--- config.mk ---
export PLATFORM = sky130hd
export DESIGN_NAME = dual_update_flat
export DESIGN_NICKNAME = d
export VERILOG_FILES = /design/src/rtl/mpc_pkg.sv /design/src/rtl/dual_update_if.sv /design/src/rtl/dual_update_elem_calc.sv /design/src/rtl/dual_update.sv /design/src/flat_wrapper.sv
export SDC_FILE = /design/constraint.sdc
export NUM_CORES = 1
export LEC_CHECK = 0
export BUFFER_PORTS_ARGS = -buffer_cell sky130_fd_sc_hd__clkbuf_2
export CELL_PAD_IN_SITES_DETAIL_PLACEMENT = 2
export CELL_PAD_IN_SITES_GLOBAL_PLACEMENT = 2
export CORE_MARGIN = 4
export CORE_UTILIZATION = 30
export CTS_CLUSTER_SIZE = 8
export DETAILED_ROUTE_END_ITERATION = 16
export PLACE_DENSITY = 0.84
export SLEW_MARGIN = 5
export SYNTH_ARGS = -nofsm -noshare
export SYNTH_HDL_FRONTEND = slang
export SYNTH_SLANG_ARGS = --single-unit
--- constraint.sdc ---
create_clock -name clk -period 9.5 [get_ports clk]
set_clock_uncertainty 0.2 [all_clocks]
set_input_delay 1.9 -clock clk [delete_from_list [all_inputs] [get_ports clk]]
set_output_delay 1.9 -clock clk [all_outputs]
set_load 0.005 [all_outputs]
--- src/rtl/mpc_pkg.sv ---
// Shared fixed-point types, saturating helpers and solver FSM states for the ADMM stages.
package mpc_pkg;
  localparam int DATA_WIDTH = 16;
  localparam int FRAC_BITS  = 8;
  localparam int ADDR_WIDTH = 9;
  localparam int STATE_DIM  = 12;
  localparam int INPUT_DIM  = 4;
  localparam int HORIZON    = 30;

  typedef logic signed [DATA_WIDTH-1:0] fixed_t;

  localparam fixed_t FIX_MAX = {1'b0, {(DATA_WIDTH-1){1'b1}}};
  localparam fixed_t FIX_MIN = {1'b1, {(DATA_WIDTH-1){1'b0}}};
  localparam fixed_t FIX_ONE = fixed_t'(1 << FRAC_BITS);

  typedef enum logic [1:0] {
    ST_IDLE,
    ST_DUAL_Y,
    ST_DUAL_G,
    ST_DONE
  } mpc_state_e;

  // One guard bit is enough to detect overflow of a single add/sub.
  function automatic fixed_t sat_add(input fixed_t a, input fixed_t b);
    logic signed [DATA_WIDTH:0] s;
    s = {a[DATA_WIDTH-1], a} + {b[DATA_WIDTH-1], b};
    if (s[DATA_WIDTH] != s[DATA_WIDTH-1]) return s[DATA_WIDTH] ? FIX_MIN : FIX_MAX;
    return s[DATA_WIDTH-1:0];
  endfunction

  function automatic fixed_t sat_sub(input fixed_t a, input fixed_t b);
    logic signed [DATA_WIDTH:0] s;
    s = {a[DATA_WIDTH-1], a} - {b[DATA_WIDTH-1], b};
    if (s[DATA_WIDTH] != s[DATA_WIDTH-1]) return s[DATA_WIDTH] ? FIX_MIN : FIX_MAX;
    return s[DATA_WIDTH-1:0];
  endfunction

  function automatic fixed_t abs_sat(input fixed_t a);
    if (a == FIX_MIN) return FIX_MAX;
    return a[DATA_WIDTH-1] ? -a : a;
  endfunction
endpackage

--- src/rtl/dual_update_if.sv ---
// Control and trajectory-RAM bundle for dual_update; master = the update engine, slave = RAMs/sequencer.
interface dual_update_if;
  import mpc_pkg::*;

  logic                  start;
  logic [31:0]           active_horizon;
  logic                  done;
  logic [DATA_WIDTH-1:0] primal_residual;
  logic [DATA_WIDTH-1:0] dual_residual;

  logic [ADDR_WIDTH-1:0] u_rdaddress, z_rdaddress, z_prev_rdaddress, y_rdaddress;
  logic [ADDR_WIDTH-1:0] x_rdaddress, v_rdaddress, g_rdaddress;
  fixed_t                u_data_out, z_data_out, z_prev_data_out, y_data_out;
  fixed_t                x_data_out, v_data_out, g_data_out;

  logic [ADDR_WIDTH-1:0] y_wraddress, g_wraddress;
  fixed_t                y_data_in, g_data_in;
  logic                  y_wren, g_wren;

  modport master (
    input  start, active_horizon,
    input  u_data_out, z_data_out, z_prev_data_out, y_data_out,
    input  x_data_out, v_data_out, g_data_out,
    output done, primal_residual, dual_residual,
    output u_rdaddress, z_rdaddress, z_prev_rdaddress, y_rdaddress,
    output x_rdaddress, v_rdaddress, g_rdaddress,
    output y_wraddress, y_data_in, y_wren,
    output g_wraddress, g_data_in, g_wren
  );

  modport slave (
    output start, active_horizon,
    output u_data_out, z_data_out, z_prev_data_out, y_data_out,
    output x_data_out, v_data_out, g_data_out,
    input  done, primal_residual, dual_residual,
    input  u_rdaddress, z_rdaddress, z_prev_rdaddress, y_rdaddress,
    input  x_rdaddress, v_rdaddress, g_rdaddress,
    input  y_wraddress, y_data_in, y_wren,
    input  g_wraddress, g_data_in, g_wren
  );
endinterface

--- src/rtl/dual_update_elem_calc.sv ---
// Single-element dual step: new = sat(cur + sat(a - b)), plus |a - b| for the residual.
module dual_elem_calc
  import mpc_pkg::*;
(
  input  fixed_t cur,
  input  fixed_t a,
  input  fixed_t b,
  output fixed_t new_dual,
  output fixed_t abs_diff
);
  fixed_t d;

  assign d        = sat_sub(a, b);
  assign new_dual = sat_add(cur, d);
  assign abs_diff = abs_sat(d);
endmodule

--- src/rtl/dual_update.sv ---
// ADMM dual update: y += u - z, g += x - v in place, tracking inf-norm primal/dual residuals.
module dual_update
  import mpc_pkg::*;
(
  input logic         clk,
  input logic         rst,
  dual_update_if.master bus
);
  localparam int CW = 16;

  mpc_state_e state, state_nxt;

  logic [CW-1:0]         h_clamp, ny_start, ng_start;
  logic [CW-1:0]         ny, ng, j;
  logic [1:0]            phase;
  logic [ADDR_WIDTH-1:0] rd_addr;
  logic                  run, in_y, calc_en, elem_end, j_last;

  fixed_t                y_new, y_absd, g_new, g_absd, z_absd;
  logic [DATA_WIDTH-1:0] y_absd_u, g_absd_u, z_absd_u;

  // Horizon is clamped once at start and the element counts latched for the whole run.
  always_comb begin
    h_clamp = '0;
    if ($signed(bus.active_horizon) <= 0)
      h_clamp = '0;
    else if ($signed(bus.active_horizon) > HORIZON)
      h_clamp = CW'(HORIZON);
    else
      h_clamp = bus.active_horizon[CW-1:0];
  end

  assign ny_start = (h_clamp <= 1) ? '0 : CW'(INPUT_DIM) * (h_clamp - 1'b1);
  assign ng_start = CW'(STATE_DIM) * h_clamp;

  // State register
  always_ff @(posedge clk) begin
    if (rst) state <= ST_IDLE;
    else     state <= state_nxt;
  end

  // Next-state logic
  always_comb begin
    state_nxt = state;
    case (state)
      ST_IDLE:
        if (bus.start) begin
          if (h_clamp == 0)       state_nxt = ST_DONE;
          else if (ny_start == 0) state_nxt = ST_DUAL_G;
          else                    state_nxt = ST_DUAL_Y;
        end
      ST_DUAL_Y: if (elem_end && j_last) state_nxt = ST_DUAL_G;
      ST_DUAL_G: if (elem_end && j_last) state_nxt = ST_DONE;
      ST_DONE:   if (bus.done && !bus.start) state_nxt = ST_IDLE;
      default:   state_nxt = ST_IDLE;
    endcase
  end

  // Output/control decode
  always_comb begin
    run      = (state == ST_DUAL_Y) || (state == ST_DUAL_G);
    in_y     = (state == ST_DUAL_Y);
    calc_en  = run && (phase == 2'd1);
    elem_end = run && (phase == 2'd2);
    j_last   = in_y ? (j == ny - 1'b1) : (j == ng - 1'b1);
  end

  dual_elem_calc u_y_calc (
    .cur(bus.y_data_out), .a(bus.u_data_out), .b(bus.z_data_out),
    .new_dual(y_new), .abs_diff(y_absd)
  );

  dual_elem_calc u_g_calc (
    .cur(bus.g_data_out), .a(bus.x_data_out), .b(bus.v_data_out),
    .new_dual(g_new), .abs_diff(g_absd)
  );

  assign z_absd   = abs_sat(sat_sub(bus.z_data_out, bus.z_prev_data_out));
  assign y_absd_u = y_absd;
  assign g_absd_u = g_absd;
  assign z_absd_u = z_absd;

  // Datapath: read data arrives during P1, so results are registered at the P1->P2 edge
  // and the write strobe is visible for exactly the P2 cycle.
  always_ff @(posedge clk) begin
    if (rst) begin
      ny                  <= '0;
      ng                  <= '0;
      j                   <= '0;
      phase               <= '0;
      rd_addr             <= '0;
      bus.y_wraddress     <= '0;
      bus.y_data_in       <= '0;
      bus.y_wren          <= 1'b0;
      bus.g_wraddress     <= '0;
      bus.g_data_in       <= '0;
      bus.g_wren          <= 1'b0;
      bus.primal_residual <= '0;
      bus.dual_residual   <= '0;
      bus.done            <= 1'b0;
    end else begin
      bus.y_wren <= 1'b0;
      bus.g_wren <= 1'b0;
      // done drops on the same edge the FSM leaves DONE
      bus.done   <= (state == ST_DONE) && !(bus.done && !bus.start);

      if (state == ST_IDLE && bus.start) begin
        bus.primal_residual <= '0;
        bus.dual_residual   <= '0;
        ny                  <= ny_start;
        ng                  <= ng_start;
        j                   <= '0;
        phase               <= '0;
        rd_addr             <= '0;
      end

      if (run) phase <= (phase == 2'd2) ? 2'd0 : phase + 2'd1;

      if (calc_en) begin
        if (in_y) begin
          bus.y_wraddress <= rd_addr;
          bus.y_data_in   <= y_new;
          bus.y_wren      <= 1'b1;
          if (y_absd_u > bus.primal_residual) bus.primal_residual <= y_absd_u;
          if (z_absd_u > bus.dual_residual)   bus.dual_residual   <= z_absd_u;
        end else begin
          bus.g_wraddress <= rd_addr;
          bus.g_data_in   <= g_new;
          bus.g_wren      <= 1'b1;
          if (g_absd_u > bus.primal_residual) bus.primal_residual <= g_absd_u;
        end
      end

      if (elem_end) begin
        if (j_last) begin
          j       <= '0;
          rd_addr <= '0;
        end else begin
          j       <= j + 1'b1;
          rd_addr <= ADDR_WIDTH'(j + 1'b1);
        end
      end
    end
  end

  assign bus.u_rdaddress      = rd_addr;
  assign bus.z_rdaddress      = rd_addr;
  assign bus.z_prev_rdaddress = rd_addr;
  assign bus.y_rdaddress      = rd_addr;
  assign bus.x_rdaddress      = rd_addr;
  assign bus.v_rdaddress      = rd_addr;
  assign bus.g_rdaddress      = rd_addr;
endmodule
--- src/flat_wrapper.sv ---
// flat-port wrapper written by rule: the top's interface ports become plain ports
module dual_update_flat import mpc_pkg::*;
  (clk, rst, bus_start, bus_active_horizon, bus_u_data_out, bus_z_data_out, bus_z_prev_data_out, bus_y_data_out, bus_x_data_out, bus_v_data_out, bus_g_data_out, bus_done, bus_primal_residual, bus_dual_residual, bus_u_rdaddress, bus_z_rdaddress, bus_z_prev_rdaddress, bus_y_rdaddress, bus_x_rdaddress, bus_v_rdaddress, bus_g_rdaddress, bus_y_wraddress, bus_y_data_in, bus_y_wren, bus_g_wraddress, bus_g_data_in, bus_g_wren);
  dual_update_if bus_i ();
  input logic clk;
  input logic rst;
  input wire logic [$bits(bus_i.start)-1:0] bus_start;
  input wire logic [$bits(bus_i.active_horizon)-1:0] bus_active_horizon;
  input wire logic [$bits(bus_i.u_data_out)-1:0] bus_u_data_out;
  input wire logic [$bits(bus_i.z_data_out)-1:0] bus_z_data_out;
  input wire logic [$bits(bus_i.z_prev_data_out)-1:0] bus_z_prev_data_out;
  input wire logic [$bits(bus_i.y_data_out)-1:0] bus_y_data_out;
  input wire logic [$bits(bus_i.x_data_out)-1:0] bus_x_data_out;
  input wire logic [$bits(bus_i.v_data_out)-1:0] bus_v_data_out;
  input wire logic [$bits(bus_i.g_data_out)-1:0] bus_g_data_out;
  output wire logic [$bits(bus_i.done)-1:0] bus_done;
  output wire logic [$bits(bus_i.primal_residual)-1:0] bus_primal_residual;
  output wire logic [$bits(bus_i.dual_residual)-1:0] bus_dual_residual;
  output wire logic [$bits(bus_i.u_rdaddress)-1:0] bus_u_rdaddress;
  output wire logic [$bits(bus_i.z_rdaddress)-1:0] bus_z_rdaddress;
  output wire logic [$bits(bus_i.z_prev_rdaddress)-1:0] bus_z_prev_rdaddress;
  output wire logic [$bits(bus_i.y_rdaddress)-1:0] bus_y_rdaddress;
  output wire logic [$bits(bus_i.x_rdaddress)-1:0] bus_x_rdaddress;
  output wire logic [$bits(bus_i.v_rdaddress)-1:0] bus_v_rdaddress;
  output wire logic [$bits(bus_i.g_rdaddress)-1:0] bus_g_rdaddress;
  output wire logic [$bits(bus_i.y_wraddress)-1:0] bus_y_wraddress;
  output wire logic [$bits(bus_i.y_data_in)-1:0] bus_y_data_in;
  output wire logic [$bits(bus_i.y_wren)-1:0] bus_y_wren;
  output wire logic [$bits(bus_i.g_wraddress)-1:0] bus_g_wraddress;
  output wire logic [$bits(bus_i.g_data_in)-1:0] bus_g_data_in;
  output wire logic [$bits(bus_i.g_wren)-1:0] bus_g_wren;
  assign bus_i.start = bus_start;
  assign bus_i.active_horizon = bus_active_horizon;
  assign bus_i.u_data_out = bus_u_data_out;
  assign bus_i.z_data_out = bus_z_data_out;
  assign bus_i.z_prev_data_out = bus_z_prev_data_out;
  assign bus_i.y_data_out = bus_y_data_out;
  assign bus_i.x_data_out = bus_x_data_out;
  assign bus_i.v_data_out = bus_v_data_out;
  assign bus_i.g_data_out = bus_g_data_out;
  assign bus_done = bus_i.done;
  assign bus_primal_residual = bus_i.primal_residual;
  assign bus_dual_residual = bus_i.dual_residual;
  assign bus_u_rdaddress = bus_i.u_rdaddress;
  assign bus_z_rdaddress = bus_i.z_rdaddress;
  assign bus_z_prev_rdaddress = bus_i.z_prev_rdaddress;
  assign bus_y_rdaddress = bus_i.y_rdaddress;
  assign bus_x_rdaddress = bus_i.x_rdaddress;
  assign bus_v_rdaddress = bus_i.v_rdaddress;
  assign bus_g_rdaddress = bus_i.g_rdaddress;
  assign bus_y_wraddress = bus_i.y_wraddress;
  assign bus_y_data_in = bus_i.y_data_in;
  assign bus_y_wren = bus_i.y_wren;
  assign bus_g_wraddress = bus_i.g_wraddress;
  assign bus_g_data_in = bus_i.g_data_in;
  assign bus_g_wren = bus_i.g_wren;
  dual_update u_core (.clk(clk), .rst(rst), .bus(bus_i));
endmodule
---- Word level (Yosys, flattened, before mapping) ----
Cells that the tools add are included.
cells by class
  bitwise gates (word level) .............. 2
  multiplexer cells ....................... 63
  multiply operators ...................... 1
  reductions and logical operators ........ 18
  eq/ne operators ......................... 19
  $add $sub $neg .......................... 13
  $lt $le $gt $ge ......................... 6
operators by type and width
  operator                 number
  $mux W16                 39
  $sub A16 B16 Y17         3
  $eq A16 B16 Y1 const B   3
  $gt A16 B16 Y1           3
  $neg A16 Y16             3
  $add A16 B16 Y17         2
  $eq A16 B16 Y1           2
  $gt A32 B6 Y1 const B    1
  $le A32 B1 Y1 const B    1
  $logic_not A16 Y1        2
  $sub A16 B1 Y16 const B  2
  $mux W9                  3
  $mux W2                  9
  $add A16 B1 Y16 const B  1
  $le A16 B1 Y1 const B    1
  $mul A2 B16 Y14 const A  1
  $sub A14 B1 Y14 const B  1
  $mux W1                  11
  $pmux W2 S4              1
  $eq A2 B2 Y1 const B     3
  $logic_and A1 B1 Y1      6
  $ne A1 B1 Y1             5
  $eq A2 B1 Y1 const B     2
  $ne A2 B1 Y1 const B     2
  10 further kinds         15
storage, ports and cells
  logic and storage cells ................. 137
  register bits ........................... 144
  output and inout port bits .............. 148

---- Depth between registers and ports, before layout ----
  depth after elaboration ................. 11
  gate-level depth with buffers ........... 32
  depth with buffers taken out ............ 29

---- Hierarchy ----
From an unflattened synthesis, not the netlist that was laid out.
second synthesis, totals
  cell total of the unflattened synthesis .. 2,129
  area total of the unflattened synthesis .. 15,606.2 um^2
modules (own cells, without submodules)
  module                            sequential area each (um^2)  area an instance (um^2)  instances  cells each
  dual_update                       2,662.6                      10,382.5                 1          1,345
  dual_elem_calc (u_core.u_y_calc)  0.0                          2,622.5                  1          393
  dual_elem_calc (u_core.u_g_calc)  0.0                          2,601.2                  1          391

---- Worst setup path before layout ----
OpenSTA, ideal clock, no wires.
  path kind ............................... input to register
  start ................................... input port bus_x_data_out[0]
  end ..................................... register u_core.bus.primal_residual[13]
  library setup time ...................... 0.074 ns
  setup slack ............................. 1.754 ns
  path buffers ............................ 4
  stages .................................. 29
  data required time ...................... 9.226 ns
  data arrival time ....................... 7.472 ns
  cells stage by stage .................... inv_1 > ha_1 > fa_1 > nor2b_1 > o211a_1 > o21ai_0 > a221oi_2 > clkbuf_1 > nand2_1 > a21oi_1 > inv_1 > ha_1 > o21ai_1 > or3_1 > clkbuf_1 > clkbuf_1 > nand2_1 > ha_1 > nor2b_1 > o21ai_0 > nand2b_1 > a21oi_1 > nor2_1 > a2111oi_0 > a211oi_1 > nor3_1 > clkbuf_1 > nand2_1 > a31oi_1
between the ends
  cells in the longest elaborated chain, start to end .. 11
  elaborated cells on any way between the ends .. 15
ends and longest elaborated chain
  item                                            RTL line                      RTL
  start, declared                                 flat_wrapper.sv:13            input wire logic [$bits(bus_i.x_data_out)-1:0] bus_x_data_out;
  $sub A16 B16 Y17 (*)                            mpc_pkg.sv:33                 s = {a[DATA_WIDTH-1], a} - {b[DATA_WIDTH-1], b};
  $mux W16 or $ne A1 B1 Y1 (tied branches)        mpc_pkg.sv:34                 if (s[DATA_WIDTH] != s[DATA_WIDTH-1]) return s[DATA_WIDTH] ? FIX_MIN : FIX_MAX;
  $mux W16 or $mux W1 (tied branches)             mpc_pkg.sv:34
  $mux W16 (*)                                    mpc_pkg.sv:35                 return s[DATA_WIDTH-1:0];
  $neg A16 Y16 or $eq A16 B16 Y1 (tied branches)  mpc_pkg.sv:40, mpc_pkg.sv:39
  $mux W16 or $mux W1 (tied branches)             mpc_pkg.sv:40, mpc_pkg.sv:39
  $mux W16 (*)                                    mpc_pkg.sv:40                 return a[DATA_WIDTH-1] ? -a : a;
  $gt A16 B16 Y1                                  dual_update.sv:130            if (g_absd_u > bus.primal_residual) bus.primal_residual <= g_absd_u;
  $mux W16 (*)                                    dual_update.sv:130
  $mux W16 (*)                                    dual_update.sv:120            if (in_y) begin
  $mux W16 (*)                                    dual_update.sv:119            if (calc_en) begin
  end signal, assigned                            dual_update.sv:124            if (y_absd_u > bus.primal_residual) bus.primal_residual <= y_absd_u;
  end signal, assigned                            dual_update.sv:130
  end, declared                                   dual_update_if.sv:24          output done, primal_residual, dual_residual,
Every way passes the cells marked *; elsewhere a longest branch is shown, timed or not. The select of a mux whose other input is x is not followed.
A chain may end at the register's enable or synchronous reset.

---- Final worst setup path ----
  start ................................... input port bus_z_prev_data_out[1]
  end ..................................... register u_core.bus.dual_residual[2]
between the ends
  cells in the longest elaborated chain, start to end .. 11
  elaborated cells on any way between the ends .. 15
ends and longest elaborated chain
  item                                            RTL line                      RTL
  start, declared                                 flat_wrapper.sv:11            input wire logic [$bits(bus_i.z_prev_data_out)-1:0] bus_z_prev_data_out;
  $sub A16 B16 Y17 (*)                            mpc_pkg.sv:33
  $mux W16 or $ne A1 B1 Y1 (tied branches)        mpc_pkg.sv:34
  $mux W16 or $mux W1 (tied branches)             mpc_pkg.sv:34
  $mux W16 (*)                                    mpc_pkg.sv:35
  $neg A16 Y16 or $eq A16 B16 Y1 (tied branches)  mpc_pkg.sv:40, mpc_pkg.sv:39
  $mux W16 or $mux W1 (tied branches)             mpc_pkg.sv:40, mpc_pkg.sv:39
  $mux W16 (*)                                    mpc_pkg.sv:40
  $gt A16 B16 Y1                                  dual_update.sv:125            if (z_absd_u > bus.dual_residual) bus.dual_residual <= z_absd_u;
  $mux W16 (*)                                    dual_update.sv:125
  $mux W16 (*)                                    dual_update.sv:120
  $mux W16 (*)                                    dual_update.sv:119
  end signal, assigned                            dual_update.sv:125
  end, declared                                   dual_update_if.sv:24
Marked as above.

==> flow_metrics.tcl <==
set metrics [dict create \
    final_nets 2524 \
    clkSinkCount 133 \
    most_common_library_cell_in_the_layout_ignoring_fill_and_taps "clkbuf_2" \
    crit_path_start_kind "input pin" \
    timing.reg2reg.setup_slack_ns 5.25 \
    viasPerCell 5.39 \
    initial_utilization 0.306 \
    cpMaxStageDelayCell "a2111o_1" \
    worst-endpoint-required_ns 9.63 \
    numCtsBuffers 17 \
    cts-resized-gates 0 \
    final_gp_congestion 0.881 \
    count_of_flip_flops_with_a_built_in_enable_after_synthesis 0 \
    wirelength_microns 58900 \
    synth_async_sr_flop_share 0 \
    synth.distinct_cells 94 \
    syn_area_sq_mm 0.0147 \
    total_leakage_power_nw 7.46 \
    layout.cells.most_common_list "clkbuf_2, nand2_1, a21oi_1, ha_1, nor2_1" \
    syn_area_per_cell_sq_um 7.47 \
    timing.fmax_mhz 117 \
    finalCritPeriodShare 0.900 \
    kind_of_end_point_of_the_critical_path "register" \
    clkTransAtPathRegs_ns 0.07 \
    post_synthesis_adder_cell_area_fraction 0.162 \
    detailroute.via_count 15546 \
    number_of_cells_produced_by_synthesis 1971 \
    tns_ns 0 \
    insertion_delay_ns 0.45 \
    ys_seq_elements 133 \
    dominant_combinational_cell_family_by_area_after_synthesis "compound AO/OA/AOI/OAI gates" \
    synth_sequential_area_ratio 0.181 \
    final_period_minus_worst_setup_slack_ns 8.55 \
    power_density_mw_per_mm2 192 \
    ys.warnings.count 0 \
    finalSetupViolations 0 \
    die_width_microns 229 \
    drtPass1Iterations 5 \
    worst_pin_slew_ns 1.14 \
    share_of_post_route_cells_with_drive_strength_above_1 0.178 \
    routedWlPerCell_microns 20.4 \
    first_global_vias 17024 \
    synthSimpleGateAreaFrac 0.207 \
    dieHeight_microns 229 \
    synth_compound_area_frac 0.269 \
    postSynth.topFlopCell "dfxtp_1" \
    max_cap_violations 0 \
    cp_max_fo 17 \
    grt_setup_unrepaired "false" \
    dp_hpwl_microns 47700 \
    finalHoldViolations 0 \
    grt_first_pass_wirelength_microns 92100 \
    drc 0 \
    maxSlewViolCount 0 \
    status "finished clean" \
    post_cts.repair.setup_buffers 0 \
    core_occupancy_in_the_finished_layout 0.356 \
    hold_bufs_inserted_after_cts 0 \
    grt_start_max_net_pins 76 \
    design.portCount 295 \
    path_class "input pin to register" \
    buffer_ports.inserted 294 \
    worst_path_most_repeated_cell "o21a_1" \
    vdd_drop_max_mv 0.138 \
    flow.area_growth_from_synthesis_pct 16.6 \
    maxSlewHeadroom 0.240 \
    muxShareOfSynthArea 0.0138 \
    antenna_found_initial 8 \
    dr.first_iter.drc_count 686 \
    grt.total_usage 0.214 \
    placeable_core_region_sq_mm 0.0481 \
    min-delay-path-class "register to register" \
    floorplan.rows 80 \
    layout.filler_cells 5681 \
    detail-route-antenna-nets 0 \
    die_area_sq_mm 0.0527 \
    worstPathArrival_ns 8.68 \
    tritoncts_clock_tree "done" \
    max-clock-path-buffers 2 \
    h-tree-depth 4 \
    synthXorXnorAreaFrac 0.0767 \
    crit_path_max_incr_delay_ns 0.49 \
    grt_overflow 0 \
    clock_tree.root_cell "clkbuf_16" \
]
## flip-flops by register name, indices dropped and copies added (netlist names), 2 cells and up
register	flops
u_core.bus.dual_residual	16
u_core.bus.primal_residual	16
u_core.bus.y_wraddress	9
u_core.ng	14
u_core.j	8
u_core.ny	14
u_core.bus.g_rdaddress	8
u_core.bus.g_data_in	16
u_core.phase	2
u_core.bus.y_data_in	16
u_core.bus.g_wraddress	9
u_core.state	2
## critical path: cells and delay by family
kind / cells / cell delay [ns]
AO/OA/AOI/OAI: 14 / 3.30
AND/OR/NAND/NOR: 8 / 1.23
buffers and inverters: 5 / 0.82
adder cells (fa/ha/maj): 4 / 1.41
## synthesized netlist by cell type, types with 7 or more instances
cell      number  share of area
nand2_1      187          0.048
a21oi_1      172          0.058
ha_1         166           0.14
nor2_1       163          0.042
inv_1        141          0.036
dfxtp_1      133           0.18
o21ai_0       96          0.033
xnor2_1       80          0.048
buf_4         65          0.033
clkbuf_1      64          0.016
nor3_1        52          0.018
xor2_1        47          0.028
o21a_1        41          0.021
a211oi_1      33          0.017
nand3_1       29         0.0099
or3_1         29          0.012
a21o_1        26          0.013
nor2b_1       23         0.0098
and3_1        22         0.0094
nor4_1        21         0.0089
nand2b_1      20         0.0085
a31oi_1       18         0.0077
mux2i_1       18          0.012
a22o_1        17          0.010
a22oi_1       17         0.0087
maj3_1        17          0.012
nand4_1       16         0.0068
a311oi_1      15         0.0089
and2_1        15         0.0064
o211ai_1      15         0.0077
a21boi_0      13         0.0066
a211o_1       11         0.0065
a211oi_2      10         0.0085
or2_2         10         0.0043
nor3b_1        8         0.0041
o21bai_1       8         0.0041
or4_1          8         0.0041
a32oi_1        7         0.0042
## cell families (layout without fill, tap and decap cells)
| kind of cell | Yosys count | count (layout) |
|---|---|---|
| compound gates | 584 | 584 |
| xor+xnor | 128 | 128 |
| fa+ha+maj | 191 | 191 |
| buf+inv | 283 | 491 |
| flops | 133 | 133 |
| mux | 20 | 20 |
| other cells | 2 | 49 |
| simple gates | 630 | 630 |
## report_power, final
group / total, W / switching [W] / internal (W)
registers: 0.000659 / 0.0000525 / 0.000606
clock network: 0.000684 / 0.000284 / 0.000399
logic: 0.00195 / 0.00120 / 0.000751
## routing by layer
metal | wire, microns | global-route usage
met2 | 30500 | 0.397
met3 | 2000 | 0.0256
met1 | 25100 | 0.258
met5 | 0 | 0
met4 | 1240 | 0.0637
## final timing paths
| path | cells after the start | endpoint | startpoint |
|---|---|---|---|
| hold reg to reg | 2 | u_core.bus.y_data_in[15]$_SDFFE_PP0P_ | u_core.bus.y_data_in[15]$_SDFFE_PP0P_ |
| setup reg to reg | 12 | u_core.j[9]$_SDFFE_PP0P_ | u_core.ny[5]$_SDFFE_PP0P_ |
| setup / recovery | 31 | u_core.bus.dual_residual[2]$_SDFF_PP0_ | bus_z_prev_data_out[1] |
| hold / removal | 2 | u_core.bus.y_data_in[15]$_SDFFE_PP0P_ | u_core.bus.y_data_in[15]$_SDFFE_PP0P_ |
## per-stage QoR
step / cells / instance area, sq um / power (W) / setup WS, ns / hold slack [ns]
floorplan: 2010 / 14900 / 0.00202 / 1.75 / 0.245
global placement: 2842 / 16500 / 0.00247 / 1.09 / 0.242
detailed placement: 2842 / 16500 / 0.00260 / 0.682 / 0.248
CTS: 2874 / 17100 / 0.00331 / 1.04 / 0.257
global route: 2882 / 17200 / 0.00356 / 0.454 / 0.267
finish: 2882 / 17200 / 0.00330 / 0.951 / 0.257
## cell type report
| type | count | area [sq um] | area share |
|---|---|---|---|
| antenna | 8 | 20.0 | 0.00117 |
| clock buffer | 20 | 457 | 0.0266 |
| tap | 656 | 821 | 0.0478 |
| timing repair buffer | 316 | 1640 | 0.0956 |
| sequential | 133 | 2660 | 0.155 |
| multi-input combinational | 1594 | 10900 | 0.635 |
| clock inverter | 12 | 129 | 0.00751 |
| inverter | 143 | 537 | 0.0313 |
No activity file was read; power rests on OpenSTA's default activity.
